==> src/rtl/secuenciador_pkg.sv <==
// Shared definitions for the credit sequencer.
// Holds the stage count, the default credit ceiling, the FSM encoding and
// the stage-advance helper used by the top level.
package secuenciador_pkg;

  localparam int N_ESTADOS       = 6;
  localparam int MAX_CREDITO_DEF = 15;

  typedef enum logic [1:0] {
    REPOSO = 2'd0,
    LISTO  = 2'd1,
    AVANCE = 2'd2
  } fsm_e;

  // Next stage index with wrap-around; anything at or above the last stage
  // returns to 0 so the index can never escape the legal range.
  function automatic logic [2:0] siguiente_estado(input logic [2:0] e);
    return (e >= 3'(N_ESTADOS - 1)) ? 3'd0 : e + 3'd1;
  endfunction

endpackage

==> src/rtl/secuenciador_credito_if.sv <==
// Signal bundle between the credit sequencer and its environment.
//   moneda, boton_avance, cancelar : raw asynchronous inputs to the sequencer
//   estado, avance, credito, creditos : registered sequencer outputs
// master = environment side, slave = sequencer side.
interface secuenciador_credito_if;
  logic       moneda;
  logic       boton_avance;
  logic       cancelar;
  logic [2:0] estado;
  logic       avance;
  logic       credito;
  logic [3:0] creditos;

  modport master (
    output moneda, boton_avance, cancelar,
    input  estado, avance, credito, creditos
  );

  modport slave (
    input  moneda, boton_avance, cancelar,
    output estado, avance, credito, creditos
  );
endinterface

==> src/rtl/antirrebote.sv <==
// Two-flop synchronizer, counter-based debouncer and rising-edge detector.
//   clk, rst  : clock and synchronous active-high reset
//   raw_i     : raw asynchronous level
//   flanco_o  : one-cycle pulse when the debounced level rises
module antirrebote #(
  parameter int DEBOUNCE_CYCLES = 4
) (
  input  logic clk,
  input  logic rst,
  input  logic raw_i,
  output logic flanco_o
);

  localparam logic [7:0] CNT_FIN = 8'(DEBOUNCE_CYCLES - 1);

  logic       sync1_q;
  logic       sync2_q;
  logic       nivel_q;
  logic       flanco_q;
  logic [7:0] cnt_q;

  always_ff @(posedge clk) begin
    if (rst) begin
      sync1_q  <= 1'b0;
      sync2_q  <= 1'b0;
      nivel_q  <= 1'b0;
      flanco_q <= 1'b0;
      cnt_q    <= '0;
    end else begin
      sync1_q  <= raw_i;
      sync2_q  <= sync1_q;
      flanco_q <= 1'b0;
      if (sync2_q != nivel_q) begin
        // cnt_q holds the number of earlier disagreeing samples, so this
        // sample is the DEBOUNCE_CYCLES-th one when it reaches CNT_FIN.
        if (cnt_q == CNT_FIN) begin
          nivel_q  <= sync2_q;
          flanco_q <= sync2_q;
          cnt_q    <= '0;
        end else begin
          cnt_q <= cnt_q + 8'd1;
        end
      end else begin
        cnt_q <= '0;
      end
    end
  end

  assign flanco_o = flanco_q;

endmodule

==> src/rtl/secuenciador_credito.sv <==
// Coin-credit stage sequencer.
// Coins add credit (saturating); each accepted advance press spends one
// credit, emits a one-cycle avance pulse and steps estado 0..5 with wrap.
//   clk, rst : clock and synchronous active-high reset
//   sec_if   : slave side of secuenciador_credito_if
//              (moneda, boton_avance, cancelar in; estado, avance,
//               credito, creditos out)
module secuenciador_credito
  import secuenciador_pkg::*;
#(
  parameter int DEBOUNCE_CYCLES = 4,
  parameter int MAX_CREDITO     = MAX_CREDITO_DEF
) (
  input logic                   clk,
  input logic                   rst,
  secuenciador_credito_if.slave sec_if
);

  localparam logic [3:0] MAX_C = 4'(MAX_CREDITO);

  logic       ev_moneda;
  logic       ev_avance;
  logic       canc1_q;
  logic       canc2_q;
  fsm_e       fsm_q;
  logic [2:0] estado_q;
  logic       avance_q;
  logic       credito_q;
  logic [3:0] creditos_q;
  logic [3:0] cred_mas_d;

  antirrebote #(.DEBOUNCE_CYCLES(DEBOUNCE_CYCLES)) u_ar_moneda (
    .clk      (clk),
    .rst      (rst),
    .raw_i    (sec_if.moneda),
    .flanco_o (ev_moneda)
  );

  antirrebote #(.DEBOUNCE_CYCLES(DEBOUNCE_CYCLES)) u_ar_avance (
    .clk      (clk),
    .rst      (rst),
    .raw_i    (sec_if.boton_avance),
    .flanco_o (ev_avance)
  );

  // Cancel needs no debounce, only synchronization.
  always_ff @(posedge clk) begin
    if (rst) begin
      canc1_q <= 1'b0;
      canc2_q <= 1'b0;
    end else begin
      canc1_q <= sec_if.cancelar;
      canc2_q <= canc1_q;
    end
  end

  // Credit count after one coin, held at the ceiling.
  always_comb begin
    cred_mas_d = (creditos_q >= MAX_C) ? creditos_q : creditos_q + 4'd1;
  end

  always_ff @(posedge clk) begin
    if (rst) begin
      fsm_q      <= REPOSO;
      estado_q   <= '0;
      avance_q   <= 1'b0;
      credito_q  <= 1'b0;
      creditos_q <= '0;
    end else begin
      avance_q <= 1'b0;
      if (canc2_q) begin
        fsm_q      <= REPOSO;
        estado_q   <= '0;
        credito_q  <= 1'b0;
        creditos_q <= '0;
      end else begin
        case (fsm_q)
          REPOSO: begin
            // Advance requests without credit are simply ignored.
            if (ev_moneda) begin
              creditos_q <= 4'd1;
              credito_q  <= 1'b1;
              fsm_q      <= LISTO;
            end
          end
          LISTO: begin
            if (ev_avance) begin
              // A coin on the same edge pays for this advance: net zero.
              if (!ev_moneda) begin
                creditos_q <= creditos_q - 4'd1;
              end
              avance_q  <= 1'b1;
              credito_q <= 1'b1;
              fsm_q     <= AVANCE;
            end else if (ev_moneda) begin
              creditos_q <= cred_mas_d;
              credito_q  <= 1'b1;
            end
          end
          AVANCE: begin
            // estado changes only when leaving AVANCE, so the pulse is seen
            // together with the pre-advance stage.
            estado_q <= siguiente_estado(estado_q);
            if (ev_moneda) begin
              creditos_q <= cred_mas_d;
              credito_q  <= 1'b1;
              fsm_q      <= LISTO;
            end else begin
              credito_q <= (creditos_q != 4'd0);
              fsm_q     <= (creditos_q != 4'd0) ? LISTO : REPOSO;
            end
          end
          default: begin
            fsm_q <= REPOSO;
          end
        endcase
      end
    end
  end

  assign sec_if.estado   = estado_q;
  assign sec_if.avance   = avance_q;
  assign sec_if.credito  = credito_q;
  assign sec_if.creditos = creditos_q;

endmodule

==> src/flat_wrapper.sv <==
// flat-port wrapper written by rule: the top's interface ports become plain ports
module secuenciador_credito_flat import secuenciador_pkg::*;
#(
  parameter int DEBOUNCE_CYCLES = 4,
  parameter int MAX_CREDITO     = MAX_CREDITO_DEF
)
  (clk, rst, sec_if_moneda, sec_if_boton_avance, sec_if_cancelar, sec_if_estado, sec_if_avance, sec_if_credito, sec_if_creditos);
  secuenciador_credito_if sec_if_i ();
  input logic clk;
  input logic rst;
  input wire logic [$bits(sec_if_i.moneda)-1:0] sec_if_moneda;
  input wire logic [$bits(sec_if_i.boton_avance)-1:0] sec_if_boton_avance;
  input wire logic [$bits(sec_if_i.cancelar)-1:0] sec_if_cancelar;
  output wire logic [$bits(sec_if_i.estado)-1:0] sec_if_estado;
  output wire logic [$bits(sec_if_i.avance)-1:0] sec_if_avance;
  output wire logic [$bits(sec_if_i.credito)-1:0] sec_if_credito;
  output wire logic [$bits(sec_if_i.creditos)-1:0] sec_if_creditos;
  assign sec_if_i.moneda = sec_if_moneda;
  assign sec_if_i.boton_avance = sec_if_boton_avance;
  assign sec_if_i.cancelar = sec_if_cancelar;
  assign sec_if_estado = sec_if_i.estado;
  assign sec_if_avance = sec_if_i.avance;
  assign sec_if_credito = sec_if_i.credito;
  assign sec_if_creditos = sec_if_i.creditos;
  secuenciador_credito #(.DEBOUNCE_CYCLES(DEBOUNCE_CYCLES), .MAX_CREDITO(MAX_CREDITO)) u_core (.clk(clk), .rst(rst), .sec_if(sec_if_i));
endmodule
==> config.mk <==
export PLATFORM = sky130hd
export DESIGN_NAME = secuenciador_credito_flat
export DESIGN_NICKNAME = d
export VERILOG_FILES = /design/src/rtl/secuenciador_pkg.sv /design/src/rtl/secuenciador_credito_if.sv /design/src/rtl/antirrebote.sv /design/src/rtl/secuenciador_credito.sv /design/src/flat_wrapper.sv
export SDC_FILE = /design/constraint.sdc
export NUM_CORES = 1
export LEC_CHECK = 0
export ABC_AREA = 1
export CAP_MARGIN = 20
export CORE_AREA = 4 4 78 80
export DETAILED_ROUTE_END_ITERATION = 16
export DIE_AREA = 0 0 82 84
export SLEW_MARGIN = 20
export SYNTH_ARGS = -nofsm -noshare
export SYNTH_HDL_FRONTEND = slang
export SYNTH_SLANG_ARGS = --single-unit
==> constraint.sdc <==
create_clock -name clk -period 3.35 [get_ports clk]
set_input_delay 0.67 -clock clk [delete_from_list [all_inputs] [get_ports clk]]
set_output_delay 0.67 -clock clk [all_outputs]
set_load 0.02 [all_outputs]
==> flow_summary.json <==
{
  "status": "finished clean",
  "synth_cells": 237,
  "syn_nets": 253,
  "drive_gt1_frac": 0.113,
  "synth_warnings": 0,
  "globalplace.congestion": 0.808,
  "synth-seq-cells": 37,
  "cts_resized": 0,
  "synth_top_area_share": 0.404,
  "drt-initial-drc-count": 21,
  "postCtsSetupRepairBufs": 0,
  "rsz0062_at_grt": "false",
  "io_buffers": 13,
  "cts_made_buffers": 5,
  "crit_buf_inv": 1,
  "hold_viol_final": 0,
  "grt_antenna_before_repair": 0,
  "synthArstFlopShare": 0,
  "cp_slowest_cell": "clkdlybuf4s50_1",
  "worstPathMaxFanout": 9,
  "ios": 14,
  "worstPathRequired_ps": 2680,
  "antenna_cells": 0,
  "post-route-period-util": 0.625,
  "grt_pass1_wl_um": 5650,
  "route.detailed.drc": 0,
  "fp.dieW_um": 82,
  "r2r_slack_ps": 1950,
  "initial_core_util": 0.339,
  "yosys-top-cells-area": "dfxtp_1 (40%), nand2_1 (9.8%), ha_1 (7.5%)",
  "num_rows": 27,
  "synth_common_cells": "nand2_1 (48), dfxtp_1 (37), inv_1 (36)",
  "tightest_slew_ps": 512,
  "yosys.cell_count.top_type": "nand2_1",
  "drt_wl_total_um": 3020,
  "crit_path_end_kind": "output pin",
  "crit_chain": "clkdlybuf4s50_1",
  "drv_cap": 0,
  "coreArea_um2": 5410,
  "ir_drop_mv": 0.231,
  "p_per_area_nw_per_um2": 373,
  "htree_levels": 2,
  "overflow": 0,
  "via_count": 1399,
  "layout.nets": 271,
  "wl_per_cell_um": 9.20,
  "synth_area_um2": 1830,
  "synthToLayoutAreaGrowth_pct": 16.7,
  "cp.arrival_ps": 1430,
  "clk_latency_ps": 280,
  "yosysSeqAreaShare": 0.404,
  "cts.sinks": 37,
  "fin_tns_setup_ps": 0,
  "dieArea_um2": 6890,
  "design_area_um2": 2140,
  "dp.final_hpwl_um": 2330,
  "place_area_um2": 2040,
  "post-route-min-period_ps": 2100,
  "synth_edf_count": 0,
  "fmax_ghz": 0.477,
  "cts.path.max_buffers": 2,
  "grt_pass1_vias": 1364,
  "path_class": "reg -> out",
  "grt_usage": 0.104,
  "cts_tree": "yes",
  "post-route-util": 0.396,
  "slowest_delay_ps": 660,
  "relSlewSlack": 0.658,
  "viasPerCell": 4.27,
  "ant_nets": 0,
  "root_buffer": "clkbuf_8",
  "synth_ff_type": "dfxtp_1",
  "grt_max_degree": 14,
  "yosysTopAreaCell": "dfxtp_1",
  "die_h_um": 84,
  "hold_ws_ps": 402,
  "cts_hold_buf": 0,
  "p_total_uw": 797,
  "clock-skew-final_ps": 8.30,
  "crit_family": "buffers and inverters",
  "synth.distinct_cells": 31,
  "finalSetupViolations": 0,
  "p_leak_uw": 0.000870,
  "worstSetupStartpointType": "register",
  "hold_path.class": "reg -> reg",
  "slew_violations": 0,
  "dr.pass1.iters": 4,
  "syn_area_per_cell_um2": 7.73,
  "path_clk_slew_ps": 70
}
state kept, by name (all words and copies together), names as in the netlist:
name                         cells
u_core.sec_if.estado             3
u_core.sec_if.credito            1
u_core.u_ar_avance.flanco_o      1
u_core.sec_if.creditos           4
u_core.u_ar_moneda.cnt_q         8
u_core.u_ar_avance.sync1_q       1
u_core.u_ar_avance.sync2_q       1
u_core.u_ar_moneda.sync2_q       1
u_core.canc2_q                   1
u_core.u_ar_moneda.flanco_o      1
u_core.sec_if.avance             1
u_core.u_ar_moneda.sync1_q       1
u_core.u_ar_avance.cnt_q         8
u_core.u_ar_avance.nivel_q       1
u_core.u_ar_moneda.nivel_q       1
u_core.canc1_q                   1
u_core.fsm_q                     2
cells in the final DEF, fill, tap and decap left out, drive strengths merged:
| cell | instances |
|---|---|
| clkdlybuf4s50 | 13 |
| nor3 | 8 |
| ha | 11 |
| o211ai | 1 |
| nand2 | 51 |
| nand3 | 18 |
| xor2 | 7 |
| a31oi | 1 |
| nor2 | 28 |
| or2 | 2 |
| nor4b | 2 |
| clkinv | 1 |
| clkbuf | 7 |
| dfxtp | 37 |
| nand4 | 3 |
| a211oi | 1 |
| o21ai | 5 |
| inv | 39 |
| a21oi | 17 |
| xnor2 | 2 |
| o21a | 1 |
| a32o | 1 |
power breakdown:
group          switching [uW]  leakage (uW)  internal (uW)
sequential               1.93      0.000299            444
clock                     147     0.0000542            186
combinational            10.7      0.000516           8.57
stage by stage:
| step | std cells | setup slack [ps] |
|---|---|---|
| 4_1_cts | 328 | 1230 |
| 6_report | 328 | 1250 |
| 5_1_grt | 328 | 1150 |
| 2_1_floorplan | 237 | 1940 |
| 3_5_place_dp | 320 | 1130 |
| 3_3_place_gp | 320 | 1160 |
path summary, 6_finish.rpt:
| path | startpoint | end | cells after the start |
|---|---|---|---|
| worst max-delay path | u_core.sec_if.creditos[2] | sec_if_creditos[2] | 1 |
| worst min-delay path | u_core.u_ar_avance.sync1_q | u_core.u_ar_avance.sync2_q | 2 |
| worst max register to register | u_core.sec_if.creditos[0] | u_core.sec_if.creditos[1] | 8 |
| worst min register to register | u_core.u_ar_avance.sync1_q | u_core.u_ar_avance.sync2_q | 2 |
layout make-up:
class                   count  area (um^2)
fillers                   576         3270
multi-input cells         159          930
flip-flops and latches     37          741
inverters                  39          146
repair buffers             13          130
clock buffers               7         96.3
well taps                  72         90.1
clock inverters             1         5.00
per-layer routing:
layer	routed length, um	share of wire	GRT usage
met3	102	0.034	0.0292
met2	1350	0.45	0.168
met1	1500	0.50	0.126
met4	57	0.019	0.0453
met5	0	0	0
kinds of logic after synthesis:
| group | Yosys count | share of synthesized area |
|---|---|---|
| xor gates and xnor gates | 9 | 0.0430 |
| AOI/OAI and AO/OA | 27 | 0.0929 |
| DFF | 37 | 0.404 |
| and+or+nand+nor | 112 | 0.296 |
| adders and majority gates | 11 | 0.0751 |
| buffers and inverters | 41 | 0.0881 |
(Power assumes the default switching activity.)
